==> config.mk <==
export PLATFORM = sky130hd
export DESIGN_NAME = uart_rx_ctrl
export DESIGN_NICKNAME = d
export VERILOG_FILES = /design/src/rtl/uart_rx_ctrl.sv
export SDC_FILE = /design/constraint.sdc
export NUM_CORES = 1
export LEC_CHECK = 0
export ABC_CLOCK_PERIOD_IN_PS = 5700
export BUFFER_PORTS_ARGS = -buffer_cell sky130_fd_sc_hd__buf_2
export CAP_MARGIN = 20
export CORE_MARGIN = 3
export CORE_UTILIZATION = 45
export DETAILED_ROUTE_END_ITERATION = 12
export GPL_TIMING_DRIVEN = 0
export PLACE_DENSITY = 0.61
export SYNTH_ARGS = -nofsm -noshare
export SYNTH_HDL_FRONTEND = slang
export SYNTH_SLANG_ARGS = --single-unit
==> constraint.sdc <==
create_clock -name i_baud_clk -period 5.7 [get_ports i_baud_clk]
set_input_delay 0 -clock i_baud_clk [delete_from_list [all_inputs] [get_ports i_baud_clk]]
set_output_delay 0 -clock i_baud_clk [all_outputs]
set_load 0.01 [all_outputs]
==> src/rtl/uart_rx_ctrl.sv <==
// uart_rx_ctrl: gates the UART frame capture block, checks each frame and buffers bytes for the host
module uart_rx_ctrl #(
    parameter int FIFO_DEPTH = 4,
    parameter bit PARITY_ODD = 1'b0,
    parameter bit DROP_BAD   = 1'b1
) (
    input  logic        i_baud_clk,
    input  logic        i_reset,
    input  logic        i_enable,
    input  logic        i_active_flag,
    input  logic        i_done_flag,
    input  logic [10:0] i_frame,
    output logic        o_rx_en,
    output logic [7:0]  o_dout,
    output logic        o_dout_err,
    output logic        o_dout_valid,
    input  logic        i_dout_ready,
    output logic        o_framing_err,
    output logic        o_parity_err,
    output logic        o_overrun_err,
    input  logic        i_err_clr,
    output logic [7:0]  o_frame_cnt,
    output logic        o_busy
);
    localparam int AW = $clog2(FIFO_DEPTH);

    typedef enum logic [1:0] {S_OFF, S_ARMED, S_RECV, S_CHECK} state_t;

    state_t      r_state;
    state_t      w_next;
    logic [10:0] r_frame;
    logic [8:0]  r_mem [FIFO_DEPTH];
    logic [AW:0] r_wr_ptr;
    logic [AW:0] r_rd_ptr;
    logic        r_framing_err;
    logic        r_parity_err;
    logic        r_overrun_err;
    logic [7:0]  r_frame_cnt;
    logic        w_latch;
    logic        w_check;
    logic        w_fe;
    logic        w_pe;
    logic        w_bad;
    logic        w_want;
    logic        w_full;
    logic        w_empty;
    logic        w_push;
    logic        w_pop;

    assign w_check = (r_state == S_CHECK);
    assign w_fe    = r_frame[0] | ~r_frame[10];
    assign w_pe    = (^r_frame[9:1]) != PARITY_ODD;
    assign w_bad   = w_fe | w_pe;
    assign w_want  = w_check & (~w_bad | ~DROP_BAD);
    assign w_empty = (r_wr_ptr == r_rd_ptr);
    assign w_full  = (r_wr_ptr[AW] != r_rd_ptr[AW]) && (r_wr_ptr[AW-1:0] == r_rd_ptr[AW-1:0]);
    // a pop in the same cycle never makes room for this write
    assign w_push  = w_want & ~w_full;
    assign w_pop   = i_dout_ready & ~w_empty;

    assign o_dout        = r_mem[r_rd_ptr[AW-1:0]][7:0];
    assign o_dout_err    = r_mem[r_rd_ptr[AW-1:0]][8];
    assign o_dout_valid  = ~w_empty;
    assign o_framing_err = r_framing_err;
    assign o_parity_err  = r_parity_err;
    assign o_overrun_err = r_overrun_err;
    assign o_frame_cnt   = r_frame_cnt;

    // receive state register
    always_ff @(posedge i_baud_clk or negedge i_reset) begin
        if (!i_reset) r_state <= S_OFF;
        else          r_state <= w_next;
    end

    // next state, capture enable, busy and frame latch strobe
    always_comb begin
        w_next  = r_state;
        w_latch = 1'b0;
        o_rx_en = 1'b0;
        o_busy  = 1'b0;
        case (r_state)
            S_OFF: begin
                if (i_enable) w_next = S_ARMED;
            end
            S_ARMED: begin
                o_rx_en = 1'b1;
                if (i_done_flag) begin
                    w_next  = S_CHECK;
                    w_latch = 1'b1;
                end else if (i_active_flag) begin
                    w_next = S_RECV;
                end else if (!i_enable) begin
                    w_next = S_OFF;
                end
            end
            S_RECV: begin
                o_rx_en = 1'b1;
                o_busy  = 1'b1;
                if (i_done_flag) begin
                    w_next  = S_CHECK;
                    w_latch = 1'b1;
                end
            end
            S_CHECK: begin
                o_rx_en = 1'b1;
                o_busy  = 1'b1;
                w_next  = i_enable ? S_ARMED : S_OFF;
            end
            default: w_next = S_OFF;
        endcase
    end

    // hold the finished frame so the check sees a stable copy
    always_ff @(posedge i_baud_clk or negedge i_reset) begin
        if (!i_reset)     r_frame <= '0;
        else if (w_latch) r_frame <= i_frame;
    end

    // receive FIFO storage and pointers
    always_ff @(posedge i_baud_clk or negedge i_reset) begin
        if (!i_reset) begin
            for (int i = 0; i < FIFO_DEPTH; i++) r_mem[i] <= '0;
            r_wr_ptr <= '0;
            r_rd_ptr <= '0;
        end else begin
            if (w_push) begin
                r_mem[r_wr_ptr[AW-1:0]] <= {w_bad, r_frame[8:1]};
                r_wr_ptr                <= r_wr_ptr + 1'b1;
            end
            if (w_pop) r_rd_ptr <= r_rd_ptr + 1'b1;
        end
    end

    // sticky error flags, a new error outranks a clear
    always_ff @(posedge i_baud_clk or negedge i_reset) begin
        if (!i_reset) begin
            r_framing_err <= 1'b0;
            r_parity_err  <= 1'b0;
            r_overrun_err <= 1'b0;
        end else begin
            r_framing_err <= (r_framing_err & ~i_err_clr) | (w_check & w_fe);
            r_parity_err  <= (r_parity_err & ~i_err_clr) | (w_check & w_pe);
            r_overrun_err <= (r_overrun_err & ~i_err_clr) | (w_want & w_full);
        end
    end

    // every checked frame counts, kept or dropped
    always_ff @(posedge i_baud_clk or negedge i_reset) begin
        if (!i_reset)     r_frame_cnt <= '0;
        else if (w_check) r_frame_cnt <= r_frame_cnt + 1'b1;
    end
endmodule

**After elaboration in Yosys (flattened, before gate mapping)**

Cells that the tools add are included.
Widths: inputs -> output; s select.

- Logic and storage cells: 73
- Bits in registers: 66

- Bitwise logic cells: 21
- Multiplexer cells: 17
- $lt $le $gt $ge: 3
- Add/sub/neg operators: 3
- Reduce and logical (&&, ||, !) cells: 8
- Eq/ne operators: 9

Operators with widths:

| operator | count |
|---|---|
| $bwmux 36 | 1 |
| $mux 9 | 3 |
| $bmux 9 s2 | 1 |
| $demux 9 s2 | 1 |
| $mux 2 | 5 |
| $and 1x1->1 | 9 |
| $reduce_xor 9->1 | 1 |
| $add 8x1->8 const B | 1 |
| $pmux 2 s4 | 1 |
| $add 3x1->3 const B | 2 |
| $ge 3x3->1 const B | 2 |
| $not 2->3 | 2 |
| $mux 1 | 5 |
| $not 1->1 | 5 |
| $or 1x1->1 | 5 |
| $eq 2x2->1 const B | 2 |
| $ne 2x2->1 const B | 2 |
| $ne 4x4->1 const B | 1 |
| $reduce_or 2->1 | 2 |
| $eq 3x3->1 | 1 |
| $lt 3x1->1 const B | 1 |
| $reduce_and 3->1 | 1 |
| $reduce_or 3->1 | 1 |
| $eq 2x1->1 const B | 1 |
| 4 further kinds | 5 |

**Longest topological paths before layout**

Gate-level depths: netlist of the first run.

- Depth in word-level cells: 7
- Mapped depth: 6
- Gate-level depth less buffers: 6

**Worst setup path before layout of the first run**

OpenSTA, ideal clock, no wires.

- Path kind: register -> register
- Start point: register r_wr_ptr[0]
- End point: register r_mem[10] in the netlist's numbering
- Arrival: 1.914 ns
- Slack: 3.661 ns
- Library setup time: 0.125 ns
- Stages on the path, launching flop included: 6
- Path through: dfrtp_1 > xnor2_1 > clkbuf_1 > a311oi_2 > mux2i_4 > mux2_2

- Cells in the longest elaborated chain, start to end: 6
- Elaborated cells on any way between the ends: 11
- Those cells by class: order compare (2); eq/ne (1); mux (3); bitwise (3); reduce/logical (2)

RTL lines:

| element | line | text |
|---|---|---|
| from (decl) | 33 | `logic [AW:0] r_wr_ptr;` |
| from (signal assigned) | 128 | `r_wr_ptr <= r_wr_ptr + 1'b1;` |
| $not 2->3 (implied by the code) | 127 | `r_mem[r_wr_ptr[AW-1:0]] <= {w_bad, r_frame[8:1]};` |
| $ge 3x3->1 (implied by the code) or $lt 3x1->1 (tied branches) | 127 |  |
| $logic_and 1x1->1 (implied by the code) | 127 |  |
| $mux 9 (implied by the code) | 127 |  |
| $demux 9 s2 | 127 |  |
| $bwmux 36 | 127 |  |
| to (signal, indexed assignment) | 127 |  |
| to (decl) | 32 | `logic [8:0] r_mem [FIFO_DEPTH];` |

Parallel ways exist; a longest one is shown, timed or not.
A chain may end at the register's enable or synchronous reset.

**Final worst setup path of the first run**

- Start point: register r_wr_ptr[0]
- End point: register r_mem[20] in the netlist's numbering

Same word-level chain as after synthesis.

==> results.toml, run 1 <==
[status]
status = "completed"

[clock_tree]
clock_path_buffers = 2
clkTransAtPathRegs_ns = 0.08
hold_buffers = 15
root_buffer = "clkbuf_8"
cts.sinks = 66
htree_levels = 3
cts_setup_buffers = 0
clk-insertion-delay-late_ns = 0.34
cts_buffers = 9
cts_tree = "done"
cts_resized = 0

[route]
wire_per_inst_um = 15.2
drc = 0
routed_wl_mm = 5.89
antenna_left = 0
vias = 1981
first_pass_iters = 4
drt_iter0_drc = 55
vias_per_cell = 5.12

[logic_synthesis]
synthArstFlopShare_pct = 100
syn_inst = 220
ys.flop_type = "dfrtp_1"
yosysTopAreaCell = "dfrtp_1"
synth_edf_count = 0
synth.most_common_cell = "dfrtp_1"
synth_top_area_share_pct = 50.5
synthTopCellsByArea = "dfrtp_1 50%, mux2_2 16%, mux4_2 6.2%, xnor2_1 4.0%, ha_1 3.8%"
syn_area_per_cell_um2 = 14.9
ys_ff_latch = 66
seq_area_frac_synth_pct = 50.5
synth_common_cells = "66 x dfrtp_1, 46 x mux2_2, 15 x xnor2_1"
syn_nets = 248
syn-cell-area_um2 = 3270
yosysWarnings = 0
ys_types = 33

[global_routing]
globalRouteOverflowTotal = 0
grt_usage_pct = 15.4
antenna_found_initial = 0
grt_pass1_vias = 1961
grt_pass1_wl_mm = 9.99
grt_max_degree = 67

[power]
vdd_drop_max_v = 0.000342
p_per_area_nw_per_um2 = 565
power_switching_w = 0.000845
power_leakage_nw = 1.85
p_int_w = 0.00139
pwr-share-comb_pct = 48.1
p_sw_share_pct = 37.8
clockPowerShare_pct = 18.4
p_seq_share_pct = 33.5

[timing]
slew_viol_final = 0
hold_slack_ns = 0.0415
tightest_slew_ns = 0.934
relSlewSlack_pct = 37.7
rsz0062_at_grt = "false"
clock_skew_ns = 0.00930
hold_viol_final = 0
finalCritPeriodShare_pct = 41.4
setup_viol = 0
worst_slack_ns = 3.34
finalSetupTns_ns = 0
max_freq_ghz = 0.424
finalCriticalPeriod_ns = 2.36

[placement]
place_ws_ns = 3.34
port_buffers = 40
place.gp.congestion = 0.712
detailed_place_hpwl_mm = 3.86

[worst_setup_path]
end_kind = "register"
crit_required_ns = 5.92
cp_data_arrival_time_ns = 2.58
cp_slowest_stage_delay_ns = 0.47
cp_max_fo = 10
worstPathBufferInverterCount = 1
crit_chain = "xnor2_1 > clkbuf_1 > a311oi_2 > mux2i_4 > mux2_2"
path_delay_family = "multiplexers"
critPathKind = "register to register"
slowest_stage = "clkbuf_1"
start_kind = "register"

[layout]
layout-drive-gt1-share_pct = 44.0
area_growth_pct = 20.9
diodes = 0
nNetsFinal = 314

[min_path]
min_path_type = "input pin to register"

[floorplanning]
die_w_um = 91.3
core.rowCount = 30
fp.dieH_um = 91.3
die_area_um2 = 8330
pin_count = 41
core_um2 = 6910
initial_core_util_pct = 47.4

[job]
cap_violations = 0
[through the flow]
step                util (%)  cell area [um^2]  std cells  power (W)
floorplan                  -              3270        220    0.00161
global placement        52.0              3590        356    0.00183
detailed placement      52.1              3600        356    0.00185
CTS                     57.3              3960        387    0.00228
global route            57.3              3960        387    0.00241
finish                  57.3              3960        387    0.00224
[sequential cells by signal, summed over array words and instances (netlist names), named ones only]
register,flops
o_frame_cnt,8
o_framing_err,1
o_overrun_err,1
o_parity_err,1
r_frame,11
r_mem,36
r_rd_ptr,3
r_state,1
r_wr_ptr,3
[path summary, 6_finish.rpt]
path	from	to	slack (ns)	cells after the start
setup / recovery	r_wr_ptr[0]	r_mem[20]	3.34	5
hold / removal	i_enable	r_state[0]	0.04	4
setup reg to reg	r_wr_ptr[0]	r_mem[20]	3.34	5
hold reg to reg	o_frame_cnt[7]	o_frame_cnt[7]	0.46	1
max in group asynchronous	i_reset	r_frame[3]	4.84	2
min in group asynchronous	i_reset	r_mem[35]	0.32	2
[area by class of cell]
cell class / count / area (um^2)
Clock buffer: 11 / 151
Tap cell: 96 / 120
Multi-Input combinational cell: 136 / 1540
Fill cell: 603 / 2950
Timing Repair Buffer: 55 / 353
Buffer: 9 / 43.8
Sequential cell: 66 / 1650
Inverter: 9 / 33.8
Clock inverter: 5 / 61.3
[worst reg2reg max path, cell delays in order (launching register included)]
cell	delay [ns]
dfrtp_1	0.44
xnor2_1	0.30
clkbuf_1	0.47
a311oi_2	0.20
mux2i_4	0.43
mux2_2	0.39
[placed cells by master, fill, tap and decap left out, drive strengths merged]
cell type    netlist  layout
mux2i              6       6
xnor3              2       2
a22o               3       3
and2               4       4
and3               2       2
ha                10      10
buf                4      44
clkinvlp           0       3
o31ai              1       1
xnor2             15      15
nand2b             1       1
bufinv             0       1
a221oi             1       1
xor3               1       1
a311oi            10      10
o32ai              1       1
o21ai              2       2
nand4              3       3
mux4               9       9
dfrtp             66      66
nor4bb             1       1
mux2              46      46
nand2              6       6
nand3b             2       2
xor2               3       3
nand3              2       2
clkbuf             5      16
nand4b             4       4
or2                1       1
dlygate4sd3        0      15
inv                9      10
[power by group through the flow]
stage	registers, W	logic, W	clock network, W
3_3_place_gp	0.000755	0.00108	0
4_1_cts	0.000750	0.00110	0.000426
2_1_floorplan	0.000733	0.000875	0
3_5_place_dp	0.000759	0.00109	0
5_1_grt	0.000774	0.00119	0.000445
6_report	0.000749	0.00108	0.000412
[per-layer routing]
layer	up-vias	track usage, %	wire, um
li1	948	-	-
met4	0	7.29	114
met3	11	3.23	204
met5	-	0	0
met2	35	21.8	2690
met1	987	22.6	2870
[cells by family (layout without fill, tap and decap cells)]
logic type               count (synthesis)  after routing  synth area share, %
flip-flops                              66             66                 50.5
XOR/XNOR                                21             21                 6.92
AND/OR/NAND/NOR                         26             26                 4.97
adder cells (fa/ha/maj)                 10             10                 3.82
AO/OA/AOI/OAI                           18             18                 6.08
multiplexers                            61             61                 25.4
buffers and inverters                   18             89                 2.37
Power figures use the tool's default switching activity.
==> run 2: changes to the inputs <==
ABC_AREA = 1   (was unset)
ABC_CLOCK_PERIOD_IN_PS = 2400   (was 5700)
clock period = 2.4 ns   (was 5.7 ns; I/O delays follow)
==> results.toml, run 2 <==
[status]
status = "completed"

[logic_synthesis]
yosysWarnings = 0
syn_inst = 392
ys.flop_type = "dfrtp_1"
syn-cell-area_um2 = 3410
syn_nets = 420
synth_common_cells = "112 x nand2_1, 66 x dfrtp_1, 34 x nand4_1"
yosysTopAreaCell = "dfrtp_1"
synthTopCellsByArea = "dfrtp_1 48%, nand2_1 12%, nand4_1 6.2%, ha_1 3.7%, nor2_1 3.4%"
synth_edf_count = 0
ys_ff_latch = 66
synthArstFlopShare_pct = 100
seq_area_frac_synth_pct = 48.4
synth.most_common_cell = "nand2_1"
ys_types = 30
synth_top_area_share_pct = 48.4
syn_area_per_cell_um2 = 8.71

[global_routing]
grt_pass1_wl_mm = 13.7
globalRouteOverflowTotal = 0
grt_pass1_vias = 2735
antenna_found_initial = 0
grt_usage_pct = 20.4
grt_max_degree = 67

[power]
power_switching_w = 0.00228
pwr-share-comb_pct = 46.8
clockPowerShare_pct = 19.9
p_sw_share_pct = 44.4
power_leakage_nw = 2.18
vdd_drop_max_v = 0.000720
p_int_w = 0.00285
p_seq_share_pct = 33.3
p_per_area_nw_per_um2 = 1250

[floorplanning]
die_area_um2 = 8670
core_um2 = 7290
core.rowCount = 31
die_w_um = 93.1
initial_core_util_pct = 46.8
fp.dieH_um = 93.1
pin_count = 41

[clock_tree]
cts_tree = "done"
clock_path_buffers = 2
cts_resized = 0
cts.sinks = 66
htree_levels = 3
clk-insertion-delay-late_ns = 0.35
root_buffer = "clkbuf_8"
clkTransAtPathRegs_ns = 0.07
cts_buffers = 9

[route]
routed_wl_mm = 8.02
vias_per_cell = 5.08
drc = 0
wire_per_inst_um = 14.2
first_pass_iters = 4
antenna_left = 0
vias = 2859
drt_iter0_drc = 183

[timing]
tightest_slew_ns = 0.840
max_freq_ghz = 0.470
rsz0062_at_grt = "false"
hold_viol_final = 0
finalCriticalPeriod_ns = 2.13
clock_skew_ns = 0.0113
slew_viol_final = 0
relSlewSlack_pct = 44.0
finalCritPeriodShare_pct = 88.7
setup_viol = 0
finalSetupTns_ns = 0

[worst_setup_path]
start_kind = "register"
worst-path-stages = 6
r2r_cells = 9
critPathKind = "register to primary output"
crit_required_ns = 2.40
worstPathBufferInverterCount = 4
slowest_stage = "clkbuf_1"
path_delay_family = "buffers and inverters"
cp_slowest_stage_delay_ns = 0.48
cp_max_fo = 10
end_kind = "primary output"
crit_chain = "inv_1 > clkbuf_1 > clkbuf_1 > nor2_1 > o22ai_1 > buf_2"
crit_top_cell = "clkbuf_1"
cp_data_arrival_time_ns = 2.13

[layout]
layout_common_cells = "112 x nand2_1, 66 x dfrtp_1, 50 x buf_2"
layout_commonest_cell = "nand2_1"
nNetsFinal = 487
multi_input_area_um2 = 1520
n_fill_cell = 728
regMostFlops = "r_mem"
largest_register_ffs = 36
area_growth_pct = 20.6
layout-drive-gt1-share_pct = 19.8
seq_area_um2 = 1650
diodes = 0
final_cells = 563

[min_path]
holdPathStages = 3
min_path_type = "input pin to register"

[job]
cap_violations = 0

[placement]
port_buffers = 40
detailed_place_hpwl_mm = 5.51
dp.cells = 531
place.gp.congestion = 0.827
run 2: worst register-to-register path, cell delays in order (launching register included):
cell and delay (ns):
dfrtp_1 0.41, ha_1 0.16, buf_4 0.15, inv_2 0.07, nor2_4 0.29, inv_2 0.11, nor2_8 0.21, buf_6 0.17
nand4_1 0.10, nand2_1 0.08
run 2: layout make-up:
| type | count | share of cell area (%) |
|---|---|---|
| Tap cell | 99 | 3.01 |
| Clock inverter | 7 | 2.28 |
| Buffer | 22 | 3.16 |
| Timing Repair Buffer | 56 | 8.81 |
| Clock buffer | 9 | 3.01 |
| Sequential cell | 66 | 40.1 |
| Inverter | 29 | 2.64 |
| Multi-Input combinational cell | 275 | 37.0 |
run 2: final timing paths:
kind                             startpoint           to  slack (ns)
worst min register to register    r_mem[17]    r_mem[17]        0.47
worst max register to register   r_state[0]    r_mem[15]        0.58
max in group asynchronous           i_reset    r_mem[30]        1.56
worst min-delay path            i_done_flag   r_state[0]        0.02
worst max-delay path            r_rd_ptr[0]    o_dout[7]        0.27
min in group asynchronous           i_reset  r_rd_ptr[0]        0.31
run 2: power by group through the flow:
stage	registers, W	clock network, W	logic, W
5_1_grt	0.00175	0.00110	0.00271
3_5_place_dp	0.00172	0	0.00240
4_1_cts	0.00170	0.00105	0.00242
2_1_floorplan	0.00167	0	0.00175
6_report	0.00171	0.00102	0.00240
3_3_place_gp	0.00171	0	0.00233
run 2: metal layers:
layer	wire, um	vias up	GRT usage [%]	part of all wire (%)
met5	0	-	0	0
met3	492	9	4.83	6.1
met2	3680	75	31.6	46
met1	3740	1343	28.3	47
met4	106	0	6.59	1.3
li1	-	1432	-	-
run 2: what timing repair did:
item                      4_1_cts  5_1_grt
setup buffers                   0        0
hold endpoints to repair       85        0
hold buffers                   16        0
run 2: logic make-up (layout without fill, tap and decap cells):
logic type,count (synthesis),after routing,synth area share (%)
AO/OA/AOI/OAI,43,43,6.93
adder cells (fa/ha/maj),10,10,3.67
XOR/XNOR,13,13,3.34
flip-flops,66,66,48.4
multiplexers,3,3,0.990
AND/OR/NAND/NOR,206,206,29.7
buffers and inverters,51,123,7.00
run 2: per-stage QoR:
stage | hold WS (ns) | power, W | instance area (um^2) | util [%] | worst slack [ns]
floorplan | -0.296 | 0.00341 | 3410 | - | 0.838
detailed placement | 0.168 | 0.00412 | 3740 | 51.3 | 0.579
finish | 0.0229 | 0.00513 | 4120 | 56.5 | 0.272
CTS | 0.0195 | 0.00517 | 4120 | 56.5 | 0.241
global placement | 0.223 | 0.00404 | 3740 | 51.3 | 0.599
global route | 0.0301 | 0.00557 | 4120 | 56.5 | 0.0640
==> run 3: changes to the inputs <==
CELL_PAD_IN_SITES_DETAIL_PLACEMENT = 1   (was unset)
CELL_PAD_IN_SITES_GLOBAL_PLACEMENT = 1   (was unset)
CORE_UTILIZATION = 44   (was 45)
PLACE_DENSITY = 0.76   (was 0.61)
==> results.toml, run 3 (synthesized netlist as in run 2, its figures left out) <==
[status]
status = "completed"

[worst_setup_path]
crit_end = "o_dout[7]"
r2r_cells = 8
cp_max_fo = 10
r2r-end = "r_mem[31]"
crit_required_ns = 2.40
end_kind = "primary output"
slowest_stage = "clkbuf_1"
cp_slowest_stage_delay_ns = 0.49
critPathKind = "register to primary output"
crit_chain = "inv_1 > clkbuf_1 > clkbuf_1 > nor2_1 > o22ai_1 > buf_2"
crit_start = "r_rd_ptr[0]"
timing.rr.start = "r_rd_ptr[1]"
start_kind = "register"
cp_data_arrival_time_ns = 2.25
crit_top_cell = "clkbuf_1"
reg2reg_slack_ns = 0.49

[power]
p_int_w = 0.00292
pwr-share-comb_pct = 46.8
power_leakage_nw = 2.19
power_switching_w = 0.00239
p_per_area_nw_per_um2 = 1290
p_seq_share_pct = 32.5
p_total_w = 0.00531
clockPowerShare_pct = 20.7
p_sw_share_pct = 45.1
vdd_drop_max_v = 0.000802

[route]
vias_per_cell = 5.27
drc = 0
vias = 2962
first_pass_iters = 4
drt_iter0_drc = 135
wire_per_inst_um = 17.2
antenna_left = 0
routed_wl_mm = 9.66

[layout]
final_area_um2 = 4120
area_growth_pct = 20.7
n_fill_cell = 890
largest_register_ffs = 36
diodes = 0
regMostFlops = "r_mem"
nNetsFinal = 486
layout-drive-gt1-share_pct = 19.7
layout_commonest_cell = "nand2_1"
layout_common_cells = "112 x nand2_1, 66 x dfrtp_1, 50 x buf_2"

[clock_tree]
clock_path_buffers = 2
htree_levels = 3
clkTransAtPathRegs_ns = 0.07
root_buffer = "clkbuf_8"
cts_tree = "done"
cts_resized = 0
cts_buffers = 9
cts.sinks = 66
clk-insertion-delay-late_ns = 0.36

[timing]
rsz0062_at_grt = "false"
clock_skew_ns = 0.0117
hold_slack_ns = 0.0151
max_freq_ghz = 0.444
tightest_slew_ns = 0.864
finalCritPeriodShare_pct = 93.9
finalSetupTns_ns = 0
setup_viol = 0
hold_viol_final = 0
relSlewSlack_pct = 42.4
slew_viol_final = 0
finalCriticalPeriod_ns = 2.25

[floorplanning]
fp.dieH_um = 94.1
die_area_um2 = 8850
initial_core_util_pct = 46.3
core.rowCount = 31
die_w_um = 94.1
core_um2 = 7370
pin_count = 41

[global_routing]
grt_pass1_vias = 3212
globalRouteOverflowTotal = 0
antenna_found_initial = 0
grt_usage_pct = 24.0
grt_pass1_wl_mm = 16.2
grt_max_degree = 67

[placement]
detailed_place_hpwl_mm = 6.26
place_area_um2 = 3740
place.gp.congestion = 0.841
port_buffers = 40

[min_path]
min_path_type = "input pin to register"
hp-start = "i_done_flag"

[job]
cap_violations = 0
-- run 3: layout make-up --
type / instances / area [um^2] / share of cell area (%)
Inverter: 29 / 109 / 2.64
Buffer: 22 / 130 / 3.16
Timing Repair Buffer: 55 / 353 / 8.57
Clock inverter: 4 / 73.8 / 1.79
Clock buffer: 12 / 155 / 3.77
Multi-Input combinational cell: 275 / 1520 / 37.0
Sequential cell: 66 / 1650 / 40.1
Tap cell: 99 / 124 / 3.01
-- run 3: worst min path at each step --
stage | to | cells past startpoint
after floorplan | asynchronous set/reset pin | 0
after global placement | o_parity_err | 2
after detailed placement | r_rd_ptr[2] | 1
after CTS | r_state[0] | 3
after global routing | r_state[0] | 3
final | r_state[0] | 3
-- run 3: stage by stage --
step,util (%),worst slack (ns),instances
2_1_floorplan,-,0.838,392
3_3_place_gp,50.7,0.538,531
3_5_place_dp,50.7,0.492,531
4_1_cts,55.9,0.146,562
5_1_grt,55.9,0.0232,562
6_report,55.9,0.147,562
-- run 3: critical path, delay by kind of cell, from the launching register on --
kind / cells / cell delay, ns
flip-flops: 1 / 0.40
buffers and inverters: 4 / 1.16
AO/OA/AOI/OAI: 1 / 0.26
AND/OR/NAND/NOR: 1 / 0.08
-- run 3: power by group through the flow --
stage                     clock network (W)  logic, W  registers (W)
after global placement                    0   0.00235        0.00172
after detailed placement                  0   0.00244        0.00174
after global routing                0.00117   0.00280        0.00177
after CTS                           0.00111   0.00250        0.00172
final                               0.00110   0.00248        0.00173
after floorplan                           0   0.00175        0.00167
-- run 3: metal layers --
metal | part of all wire, % | track usage [%] | up-vias
met5 | 0 | 0 | -
met4 | 1.6 | 7.34 | 0
met3 | 4.3 | 5.29 | 14
met2 | 51 | 41.0 | 73
met1 | 43 | 30.4 | 1443
li1 | - | - | 1432
-- run 3: repair_timing --
| action | 4_1_cts | 5_1_grt |
|---|---|---|
| hold endpoints to repair | 84 | 0 |
| hold buffers | 15 | 0 |
| setup buffers | 0 | 0 |
